==> src/rtl/tdc_event_merger.sv <==
// rtl/tdc_event_merger.sv - round-robin merge of TDC channel timestamps into one CSR-visible FIFO
// Optional: define TDC_MERGER_DROPCNT_EN for the saturating drop counter at register 5.
module tdc_event_merger #(
    parameter logic [3:0] csr_addr   = 4'h2,
    parameter int         NCH        = 2,
    parameter int         TS_W       = 32,
    parameter int         DEPTH_LOG2 = 4
) (
    input  logic                sys_clk,
    input  logic                sys_rst,
    input  logic [NCH-1:0]      ch_valid_i,
    input  logic [NCH*TS_W-1:0] ch_ts_i,
    input  logic [NCH-1:0]      ch_pol_i,
    output logic [NCH-1:0]      ch_ack_o,
    input  logic [13:0]         csr_a,
    input  logic                csr_we,
    input  logic [31:0]         csr_di,
    output logic [31:0]         csr_do,
    output logic                irq
);
    localparam int DEPTH = 1 << DEPTH_LOG2;
    localparam int ENT_W = TS_W + 5;
    localparam logic [DEPTH_LOG2:0]   FULL_LVL = {1'b1, {DEPTH_LOG2{1'b0}}};
    localparam logic [DEPTH_LOG2:0]   LVL_ONE  = 1;
    localparam logic [DEPTH_LOG2-1:0] PTR_ONE  = 1;

    logic [NCH-1:0]        enable;
    logic                  irq_en;
    logic                  overflow;
    logic [DEPTH_LOG2-1:0] wr_ptr, rd_ptr;
    logic [DEPTH_LOG2:0]   level;
    logic [3:0]            rr_last;
    logic [ENT_W-1:0]      mem [DEPTH];
    logic [ENT_W-1:0]      head;

    logic [NCH-1:0]        req, gnt;
    logic                  gnt_any;
    logic [3:0]            gnt_chan;
    logic                  push_pol;
    logic [TS_W-1:0]       push_ts;

    logic       sel, wr, flush, empty, full, do_pop, do_push, drop;
    logic [2:0] reg_idx;
    logic [31:0] rdata;
    logic       unused_ok;

    assign req = ch_valid_i & enable;

    // Two passes: channels above the last grant first, then wrap to the rest.
    always_comb begin
        gnt      = '0;
        gnt_any  = 1'b0;
        gnt_chan = '0;
        push_pol = 1'b0;
        push_ts  = '0;
        for (int i = 0; i < NCH; i++) begin
            if (!gnt_any && req[i] && i > int'(rr_last)) begin
                gnt_any  = 1'b1;
                gnt[i]   = 1'b1;
                gnt_chan = 4'(i);
                push_pol = ch_pol_i[i];
                push_ts  = ch_ts_i[i*TS_W +: TS_W];
            end
        end
        for (int i = 0; i < NCH; i++) begin
            if (!gnt_any && req[i] && i <= int'(rr_last)) begin
                gnt_any  = 1'b1;
                gnt[i]   = 1'b1;
                gnt_chan = 4'(i);
                push_pol = ch_pol_i[i];
                push_ts  = ch_ts_i[i*TS_W +: TS_W];
            end
        end
    end

    // Disabled channels are drained every cycle so their cores never stall.
    assign ch_ack_o = sys_rst ? '0 : (gnt | (ch_valid_i & ~enable));

    assign sel     = (csr_a[13:10] == csr_addr);
    assign reg_idx = csr_a[2:0];
    assign wr      = sel & csr_we;
    assign flush   = wr && (reg_idx == 3'd0) && csr_di[31];
    assign empty   = (level == '0);
    assign full    = (level == FULL_LVL);
    assign do_pop  = wr && (reg_idx == 3'd4) && !empty;
    assign do_push = gnt_any && !flush && !sys_rst && (!full || do_pop);
    assign drop    = gnt_any && !flush && full && !do_pop;
    assign head    = mem[rd_ptr];

`ifdef TDC_MERGER_DROPCNT_EN
    logic [15:0] drop_cnt;

    always_ff @(posedge sys_clk) begin
        if (sys_rst)
            drop_cnt <= '0;
        else if (wr && reg_idx == 3'd5)
            drop_cnt <= '0;
        else if (drop && drop_cnt != 16'hFFFF)
            drop_cnt <= drop_cnt + 16'd1;
    end
`endif

    always_comb begin
        rdata = '0;
        case (reg_idx)
            3'd0: begin
                rdata[NCH-1:0] = enable;
                rdata[30]      = irq_en;
            end
            3'd1: begin
                rdata[DEPTH_LOG2:0] = level;
                rdata[16]           = empty;
                rdata[17]           = full;
                rdata[18]           = overflow;
            end
            3'd2: if (!empty) rdata[TS_W-1:0] = head[TS_W-1:0];
            3'd3: if (!empty) begin
                rdata[3:0] = head[TS_W+3:TS_W];
                rdata[4]   = head[ENT_W-1];
                rdata[31]  = 1'b1;
            end
`ifdef TDC_MERGER_DROPCNT_EN
            3'd5: rdata[15:0] = drop_cnt;
`endif
            default: ;
        endcase
    end

    always_ff @(posedge sys_clk) begin
        if (sys_rst) begin
            enable   <= '0;
            irq_en   <= 1'b0;
            overflow <= 1'b0;
            wr_ptr   <= '0;
            rd_ptr   <= '0;
            level    <= '0;
            rr_last  <= '0;
            csr_do   <= '0;
            irq      <= 1'b0;
        end else begin
            csr_do <= sel ? rdata : '0;
            irq    <= irq_en & ~empty;
            if (gnt_any)
                rr_last <= gnt_chan;
            // A flush write leaves the enable and irq_en fields untouched.
            if (wr && reg_idx == 3'd0 && !csr_di[31]) begin
                enable <= csr_di[NCH-1:0];
                irq_en <= csr_di[30];
            end
            if (flush) begin
                wr_ptr <= '0;
                rd_ptr <= '0;
                level  <= '0;
            end else begin
                if (do_push)
                    wr_ptr <= wr_ptr + PTR_ONE;
                if (do_pop)
                    rd_ptr <= rd_ptr + PTR_ONE;
                if (do_push && !do_pop)
                    level <= level + LVL_ONE;
                else if (!do_push && do_pop)
                    level <= level - LVL_ONE;
            end
            if (drop)
                overflow <= 1'b1;
            else if (wr && reg_idx == 3'd1 && csr_di[18])
                overflow <= 1'b0;
        end
    end

    always_ff @(posedge sys_clk) begin
        if (do_push)
            mem[wr_ptr] <= {push_pol, gnt_chan, push_ts};
    end

    assign unused_ok = ^{csr_a[9:3], csr_di};

endmodule

==> config.mk <==
export PLATFORM = sky130hd
export DESIGN_NAME = tdc_event_merger
export DESIGN_NICKNAME = d
export VERILOG_FILES = /design/src/rtl/tdc_event_merger.sv
export SDC_FILE = /design/constraint.sdc
export NUM_CORES = 1
export LEC_CHECK = 0
export CAP_MARGIN = 20
export CORE_MARGIN = 5
export CORE_UTILIZATION = 63
export DETAILED_ROUTE_END_ITERATION = 10
export PLACE_DENSITY = 0.81
export SKIP_LAST_GASP = 1
export SYNTH_ARGS = -nofsm -noshare
export SYNTH_HDL_FRONTEND = slang
export SYNTH_SLANG_ARGS = --single-unit
==> constraint.sdc <==
create_clock -name sys_clk -period 11.8 [get_ports sys_clk]
set_input_delay 2.36 -clock sys_clk [delete_from_list [all_inputs] [get_ports sys_clk]]
set_output_delay 2.36 -clock sys_clk [all_outputs]
set_load 0.1 [all_outputs]
* Word level (Yosys, flattened, before mapping)
Memory sizes are Yosys's and may differ from the RTL's. A register that Yosys moved wholly into a read port is not among the register bits. Cells that the tools add are included.
Word-level totals: logic and storage cells 98, flip-flop bits (word level) 54, bits of input ports 117, RAM bits 592, memories kept 1
Memory list:
- mem | words 16, width 37, rd ports 1, clocked after memory_dff 1, wr ports 1, RTL line 33 | logic [ENT_W-1:0] mem [DEPTH];
Operators by class: add/sub/neg operators 4, reduce and logical (&&, ||, !) cells 35, muxes and demuxes 31, $lt $le $gt $ge 2, bitwise gates (word level) 9, equal/unequal tests 6
Operators by type and width (count):
- $mux 32 | 4
- $logic_and 1x1->1 | 18
- $mux 1 | 15
- $mux 5 | 3
- $mux 4 | 3
- $logic_not 1->1 | 9
- $pmux 3 s3 | 1
- $add 4x1->4 const B | 2
- $pmux 2 s4 | 1
- $eq 3x2->1 const B | 2
- $pmux 3 s2 | 1
- $add 5x1->5 const B | 1
- $eq 5x5->1 const B | 1
- $logic_not 5->1 | 1
- $sub 5x1->5 const B | 1
- $and 2x2->2 | 2
- $eq 4x2->1 const B | 1
- $gt 1x4->1 const A | 1
- $le 1x4->1 const A | 1
- $pmux 1 s2 | 2
- $reduce_bool 2->1 | 2
- $reduce_or 2->1 | 2
- $reduce_or 4->1 | 1
- $eq 3x1->1 const B | 1
- 8 further kinds | 11

* Depth between registers and ports, before layout
Gate-level depths: netlist of the first run.
depth after elaboration 17, mapped depth 13, gate-level depth less buffers 12

* Worst setup path after synthesis of the first run
OpenSTA, ideal clock, no wires.
path kind input -> output, start point in sys_rst, end point out ch_ack_o[0], buffers on the path 1, slack 4656 ps, stages on the path 2, data required time 9440 ps, arrival time 4784 ps, path through clkbuf_1 > nor3b_1
On the way: word-level cells in the longest chain between the ends 1
Ends and longest elaborated chain:
- start: declaration | RTL line 10 | input logic sys_rst,
- $mux 2 | RTL line 77 | assign ch_ack_o = sys_rst ? '0 : (gnt | (ch_valid_i & ~enable));
- end: declaration | RTL line 14 | output logic [NCH-1:0] ch_ack_o,
Every way passes these cells.

* Worst setup path in the final report of the first run
Same ends and word-level chain as after synthesis.

==> summary.txt, run 1 <==
Synth
  – Synthesized area: 23300 sq um
  – Sequential area share after synthesis: approximately 75%
  – Post-synth top flop: edfxtp_1
  – Post-synth EDFFs: about 540
  – Async SR Flop Fraction: 0%
  – Yosys warns: 0
  – Syn_nets: roughly 1200
  – Synth Area per Inst: 21.2 sq um
  – Yosys cell types: 52
  – Mapped Cells: 1097
  – Seq cells post-synth: between 500 and 600

Clock network
  – Resized cells post-CTS: 0
  – Clock Path Buffers: 3
  – H-tree level count: 2
  – Clk sinks: approximately 600
  – Clock buffer count from CTS: 56
  – Clock transition at path regs: roughly 60 ps
  – CTS Root Cell: clkbuf_16
  – Worst-Skew Late Latency: 610 ps
  – Post-CTS Hold Buffers: 0
  – Postcts setup bufs: 0
  – CTS tree: done

STA
  – Post-route minimum period: 6870 ps
  – Setup TNS: 0 ps
  – Final hold violation count: 0
  – Relative slew slack: 27.7%
  – F_max: 0.145 GHz
  – Skew final: ~12 ps
  – Crit share post-route: between 50 and 60%
  – Final worst slack: 4930 ps
  – Worst Max-Slew Pin Slew: between 1000 and 1500 ps
  – Setup violations, final: 0
  – Final slew viol count: 0
  – RSZ-0062 raised after global routing: false

Power
  – LEAKAGE: 9.34 nW
  – Maximum VDD drop: roughly 0.12 mV
  – Pwr/cell area: between 150 and 200 nW/um^2
  – Total Power: 4.05 mW

Setup path
  – Critical Path AT: around 4500 ps
  – Worst Setup End Kind: output pin
  – Startpoint types: input port
  – Crit Reg-Reg Startpoint: enable[0]$_SDFFE_PP0P_
  – Crit path required time: between 9000 and 10000 ps
  – Worst-path fanout max: 12
  – Worst Reg-to-Reg Cells: 6
  – CP Launch Point: sys_rst
  – WS Path Type: in -> out

Layout
  – Commonest non-fill, non-tap cell in the layout: edfxtp_1
  – Final core utilization: approximately 73%
  – Antenna Cells: 0
  – Most frequent cells in the layout: edfxtp_1 (544), mux4_2 (142), clkdlybuf4s50_1 (117), clkbuf_16 (57), dfxtp_1 (51)
  – Multi-input logic area: ~5600 sq um
  – Nets: approximately 1400
  – Area delta synth->final: 15.2%
  – Filler cell count in the final layout: 1976
  – FF+latch area: ~17000 sq um
  – Share of cells above drive strength 1: between 20% and 30%

Drt
  – DRT iter0 DRCs: 1319
  – Final WL: 51.2 mm
  – Residual DRC: 0
  – Final antenna-violating net count: 0
  – DR vias: between 10000 and 15000
  – Vias per cell: between 6 and 7
  – Routed wire length per instance: just under 30 um
  – Drt pass-1 iters: 5

Floorplanning
  – Starting density of the core: between 60% and 70%
  – Core area: ~37000 sq um
  – Io pins: 152
  – Die W: 202 um
  – Row count: 70
  – Die H: slightly above 200 um
  – DIE AREA: about 41000 sq um

Global route
  – Total gr overflow: 0
  – Total GRT Usage: roughly 25%
  – First-pass GRT wire length: roughly 77 mm
  – Antenna violations before repair: 0
  – Vias in the first global route: around 12000
  – Maximum number of pins on one net before global-route repair: 100

Worst hold path
  – Worst Hold Depth: 1
  – Hold_sp: irq_en$_SDFFE_PP0P_
  – Type of the worst min-delay path: reg -> reg

Placed design
  – I/O Buffers: about 120
  – RePlAce Congestion: just over 0.8
  – Post-placement setup slack: slightly below 5000 ps
  – Hpwl dp: approximately 26 mm

Job
  – Max_cap viols: 0

Outcome
  – Status: complete, no violations
[cell usage after synthesis, types with 2 or more instances]
library cell / count / share of area, %
mux4_2: 142 / 14
dfxtp_1: 55 / 4.7
clkbuf_1: 22 / 0.35
nand3_1: 4 / 0.086
ha_1: 9 / 0.48
and2_1: 3 / 0.081
nor4_1: 2 / 0.054
nor3b_1: 3 / 0.097
buf_1: 9 / 0.15
a211oi_2: 20 / 1.1
a21o_1: 2 / 0.065
buf_4: 12 / 0.39
a22o_1: 33 / 1.2
o41ai_1: 2 / 0.075
nand4_1: 5 / 0.13
inv_1: 5 / 0.081
edfxtp_1: 544 / 70
buf_2: 14 / 0.30
nor2b_1: 25 / 0.67
nor2_1: 34 / 0.55
nand2b_1: 2 / 0.054
a211oi_1: 25 / 0.81
a22oi_1: 3 / 0.097
a31oi_1: 2 / 0.054
xnor2_1: 6 / 0.23
mux2_2: 3 / 0.15
a32o_1: 6 / 0.26
mux2i_1: 40 / 1.7
o21ai_0: 4 / 0.086
a32oi_1: 2 / 0.075
a21oi_1: 8 / 0.17
buf_6: 6 / 0.29
nand2_1: 17 / 0.27
or3_1: 3 / 0.081
nor3_1: 8 / 0.17
[logic make-up (layout without fill, tap and decap cells)]
logic type	Yosys count	count (layout)	synth area share [%]
AND/OR/NAND/NOR	114	114	2.73
buffers and inverters	68	251	1.56
flip-flops	599	599	74.9
AO/OA/AOI/OAI	114	114	4.31
XOR/XNOR	7	7	0.264
adder cells (fa/ha/maj)	10	10	0.570
multiplexers	185	185	15.6
[where the power goes]
| part | internal [mW] | total [mW] | switching, mW |
|---|---|---|---|
| Clock | 0.978 | 1.74 | 0.760 |
| Combinational | 0.0260 | 0.0396 | 0.0137 |
| Sequential | 2.28 | 2.28 | 0.0000619 |
[layer usage]
metal | vias up | wire length, um | global-route usage (%)
met5 | - | 0 | 0
met4 | 0 | 1290 | 7.25
met3 | 86 | 4200 | 4.60
met2 | 597 | 26600 | 43.0
met1 | 5956 | 19000 | 34.5
li1 | 4867 | - | -
[stage by stage]
stage	area, sq um	std cells	hold WS (ps)
after CTS	26800	1747	514
after global routing	26800	1748	531
after global placement	25000	1642	491
after detailed placement	25000	1642	501
after floorplan	23300	1097	436
final	26800	1748	519
[critical path: stages]
cell	delay (ps)
clkdlybuf4s50_1	630
nor3b_1	330
clkdlybuf4s50_1	1190
[area by class of cell]
cell class,count,area share (%)
clock inverter,24,0.771
multi-input combinational,430,20.9
inverter,5,0.0701
timing repair buffer,141,5.17
clock buffer,81,5.77
sequential,599,65.1
tap,468,2.19
[worst paths after layout]
path,end,slack (ps)
max,ch_ack_o[0],4930
min,irq$_SDFF_PP0_,520
max reg2reg,mem[2][26]$_DFFE_PP_,8360
min reg2reg,irq$_SDFF_PP0_,520
[sequential cells by signal, indices dropped and copies added (netlist names), named ones only]
register	count
irq_en	1
csr_do	32
wr_ptr	4
irq	1
overflow	1
enable	2
rd_ptr	4
rr_last	1
mem	544
level	5
No activity file was read; power rests on OpenSTA's default activity.
==> run 2: changes to the inputs <==
Settings changed: CORE_UTILIZATION 63 to 59, PLACE_DENSITY 0.81 to 0.77.
Clock period 11.8 ns to 6.6 ns, I/O delays scaled along.
==> run 2 against run 1 <==
Cell count grew 3.2%. Sequential power grew 79%. Via count shrank 0.23%. First-iteration DRC count shrank 18%. Largest power group unchanged.
==> summary.txt, run 2 (synthesized netlist as in run 1, its figures left out) <==
Outcome
  – Status: complete, no violations (unchanged)

Placed design
  – Post-placement setup slack: 1400 ps (was 4940 ps)
  – Post-Place Cell Area: 25100 sq um (was 25000 sq um)
  – RePlAce Congestion: 0.785 (was 0.805)
  – I/O Buffers: 117 (unchanged)
  – Hpwl dp: 26.7 mm (was 26.1 mm)

STA
  – Relative slew slack: 26.3% (was 27.7%)
  – Setup violations, final: 0 (unchanged)
  – Crit share post-route: between 70% and 80%
  – Post-route minimum period: about 4700 ps
  – Setup TNS: 0 ps (unchanged)
  – Worst Max-Slew Pin Slew: 1110 ps (was 1080 ps)
  – RSZ-0062 raised after global routing: false (unchanged)
  – F_max: 0.212 GHz
  – Final worst slack: 1880 ps (was 4930 ps)
  – Final hold violation count: 0 (unchanged)
  – Final slew viol count: 0 (unchanged)
  – Skew final: 19.8 ps (was 12.3 ps)

Setup path
  – Delay-heaviest family, CP: buffers and inverters (unchanged)
  – Worst Reg-to-Reg Cells: 12 (was 6)
  – Cell mode on critical path: clkdlybuf4s50_1 (unchanged)
  – Crit-path cells: clkdlybuf4s50_1, nor3b_1, clkdlybuf4s50_1 (unchanged)
  – Startpoint types: input port (unchanged)
  – Crit path required time: 5280 ps (was 9440 ps)
  – Worst Setup End Kind: output pin (unchanged)
  – Critical Path AT: 3400 ps (was 4510 ps)
  – Crit path depth: 3 (unchanged)
  – WS Path Type: in -> out (unchanged)
  – Max stage delay cell, worst path: clkdlybuf4s50_1 (unchanged)
  – WP buf/inv: 2 (unchanged)
  – Worst-path fanout max: 12 (unchanged)
  – Slowest stage delay, CP: 1170 ps (was 1190 ps)

Drt
  – Drt pass-1 iters: 5 (unchanged)
  – Final WL: 49.1 mm (was 51.2 mm)
  – Routed wire length per instance: 27.2 um (was 29.3 um)
  – DR vias: 11479 (was 11506)
  – DRT iter0 DRCs: 1087 (was 1319)
  – Vias per cell: 6.36 (was 6.58)
  – Residual DRC: 0 (unchanged)
  – Final antenna-violating net count: 0 (unchanged)

Layout
  – Biggest regs: mem (544), csr_do (32), level (5) (unchanged)
  – Finished Cell Area: 26900 sq um (was 26800 sq um)
  – Multi-input logic area: 5600 sq um (unchanged)
  – Filler cell count in the final layout: 2306 (was 1976)
  – Share of cells above drive strength 1: 23.4% (was 23.0%)
  – Area delta synth->final: 15.7% (was 15.2%)
  – Antenna Cells: 0 (unchanged)
  – Max reg flops: 544 (unchanged)
  – FF+latch area: 17500 sq um (unchanged)
  – Nets: 1367 (was 1360)
  – Most frequent cells in the layout: edfxtp_1 (544), mux4_2 (142), clkdlybuf4s50_1 (117), clkbuf_16 (58), dfxtp_1 (51) (was edfxtp_1 (544), mux4_2 (142), clkdlybuf4s50_1 (117), clkbuf_16 (57), dfxtp_1 (51))
  – Most flop-heavy register: mem (unchanged)
  – Commonest non-fill, non-tap cell in the layout: edfxtp_1 (unchanged)

Floorplanning
  – Io pins: 152 (unchanged)
  – Die H: 209 um (was 202 um)
  – Starting density of the core: 59.9% (was 63.7%)
  – DIE AREA: 43500 sq um (was 40900 sq um)
  – Core area: 38800 sq um (was 36500 sq um)
  – Die W: 209 um (was 202 um)
  – Row count: 72 (was 70)

Global route
  – Antenna violations before repair: 0 (unchanged)
  – Total GRT Usage: 22.8% (was 25.3%)
  – Maximum number of pins on one net before global-route repair: 73 (was 100)
  – First-pass GRT wire length: 74.5 mm (was 76.8 mm)
  – Total gr overflow: 0 (unchanged)
  – Vias in the first global route: 11922 (was 12009)

Clock network
  – Resized cells post-CTS: 0 (unchanged)
  – Clock transition at path regs: 70 ps (was 60 ps)
  – CTS tree: done (unchanged)
  – CTS Root Cell: clkbuf_16 (unchanged)
  – Post-CTS Hold Buffers: 0 (unchanged)
  – H-tree level count: 2 (unchanged)
  – Clock buffer count from CTS: 56 (unchanged)
  – Clk sinks: 599 (unchanged)
  – Clock Path Buffers: 3 (unchanged)
  – Postcts setup bufs: 0 (unchanged)
  – Worst-Skew Late Latency: 600 ps (was 610 ps)

Power
  – LEAKAGE: 9.38 nW (was 9.34 nW)
  – Pwr/cell area: 268 nW/um^2 (was 151 nW/um^2)
  – Total Power: 7.22 mW (was 4.05 mW)
  – Maximum VDD drop: 0.232 mV (was 0.117 mV)

Worst hold path
  – Type of the worst min-delay path: reg -> reg (unchanged)
  – Worst Hold Depth: 2 (was 1)

Job
  – Max_cap viols: 0 (unchanged)
run 2: cell types whose count changed in the layout (fill, tap and decap cells not counted), sizes merged:
cell,previous run,this run
clkinv,20,26
inv,6,5
buf,24,31
clkbuf,81,74
clkinvlp,0,1
run 2: final cells by class:
type | count | area share, %
Clock buffer | 74 | 5.65
Clock inverter | 30 | 0.832
Inverter | 5 | 0.0697
Multi-Input combinational cell | 430 | 20.8
Sequential cell | 599 | 64.9
Tap cell | 518 | 2.41
Timing Repair Buffer | 148 | 5.38
run 2: worst paths after layout:
kind	from	end	slack (ps)
worst max register to register	level[0]$_SDFFE_PP0P_	level[4]$_SDFFE_PP0P_	3070
worst max-delay path	sys_rst	ch_ack_o[0]	1880
worst min-delay path	overflow$_SDFFE_PP0P_	overflow$_SDFFE_PP0P_	510
worst min register to register	overflow$_SDFFE_PP0P_	overflow$_SDFFE_PP0P_	510
run 2: routing by layer:
| metal | GRT usage [%] | vias to the layer above | wire [um] |
|---|---|---|---|
| li1 | - | 4880 | - |
| met1 | 31.3 | 6057 | 18800 |
| met2 | 39.3 | 473 | 25900 |
| met3 | 3.67 | 69 | 3440 |
| met4 | 5.24 | 0 | 934 |
| met5 | 0 | - | 0 |
run 2: worst reg2reg max path, stage by stage (launching register included):
cell and delay, ps:
dfxtp_1 380, nor4_1 470, nor2b_1 700, nor2_1 190, inv_1 110, ha_1 190, inv_1 110, fa_1 410
a21o_1 200, a21oi_1 170, xnor2_1 90, or3_1 310, a21oi_1 140
run 2: power breakdown:
part	internal, mW	total, mW	switching (mW)
Combinational	0.0464	0.0701	0.0237
Clock	1.73	3.08	1.34
Sequential	4.07	4.07	0.000103
Total	5.85	7.22	1.37
run 2: stage by stage:
stage | utilization [%] | hold WS [ps] | cells
finish | 69.3 | 508 | 1804
CTS | 69.2 | 499 | 1803
detailed placement | 64.7 | 488 | 1699
global route | 69.3 | 517 | 1804
floorplan | - | 436 | 1097
global placement | 64.7 | 480 | 1699
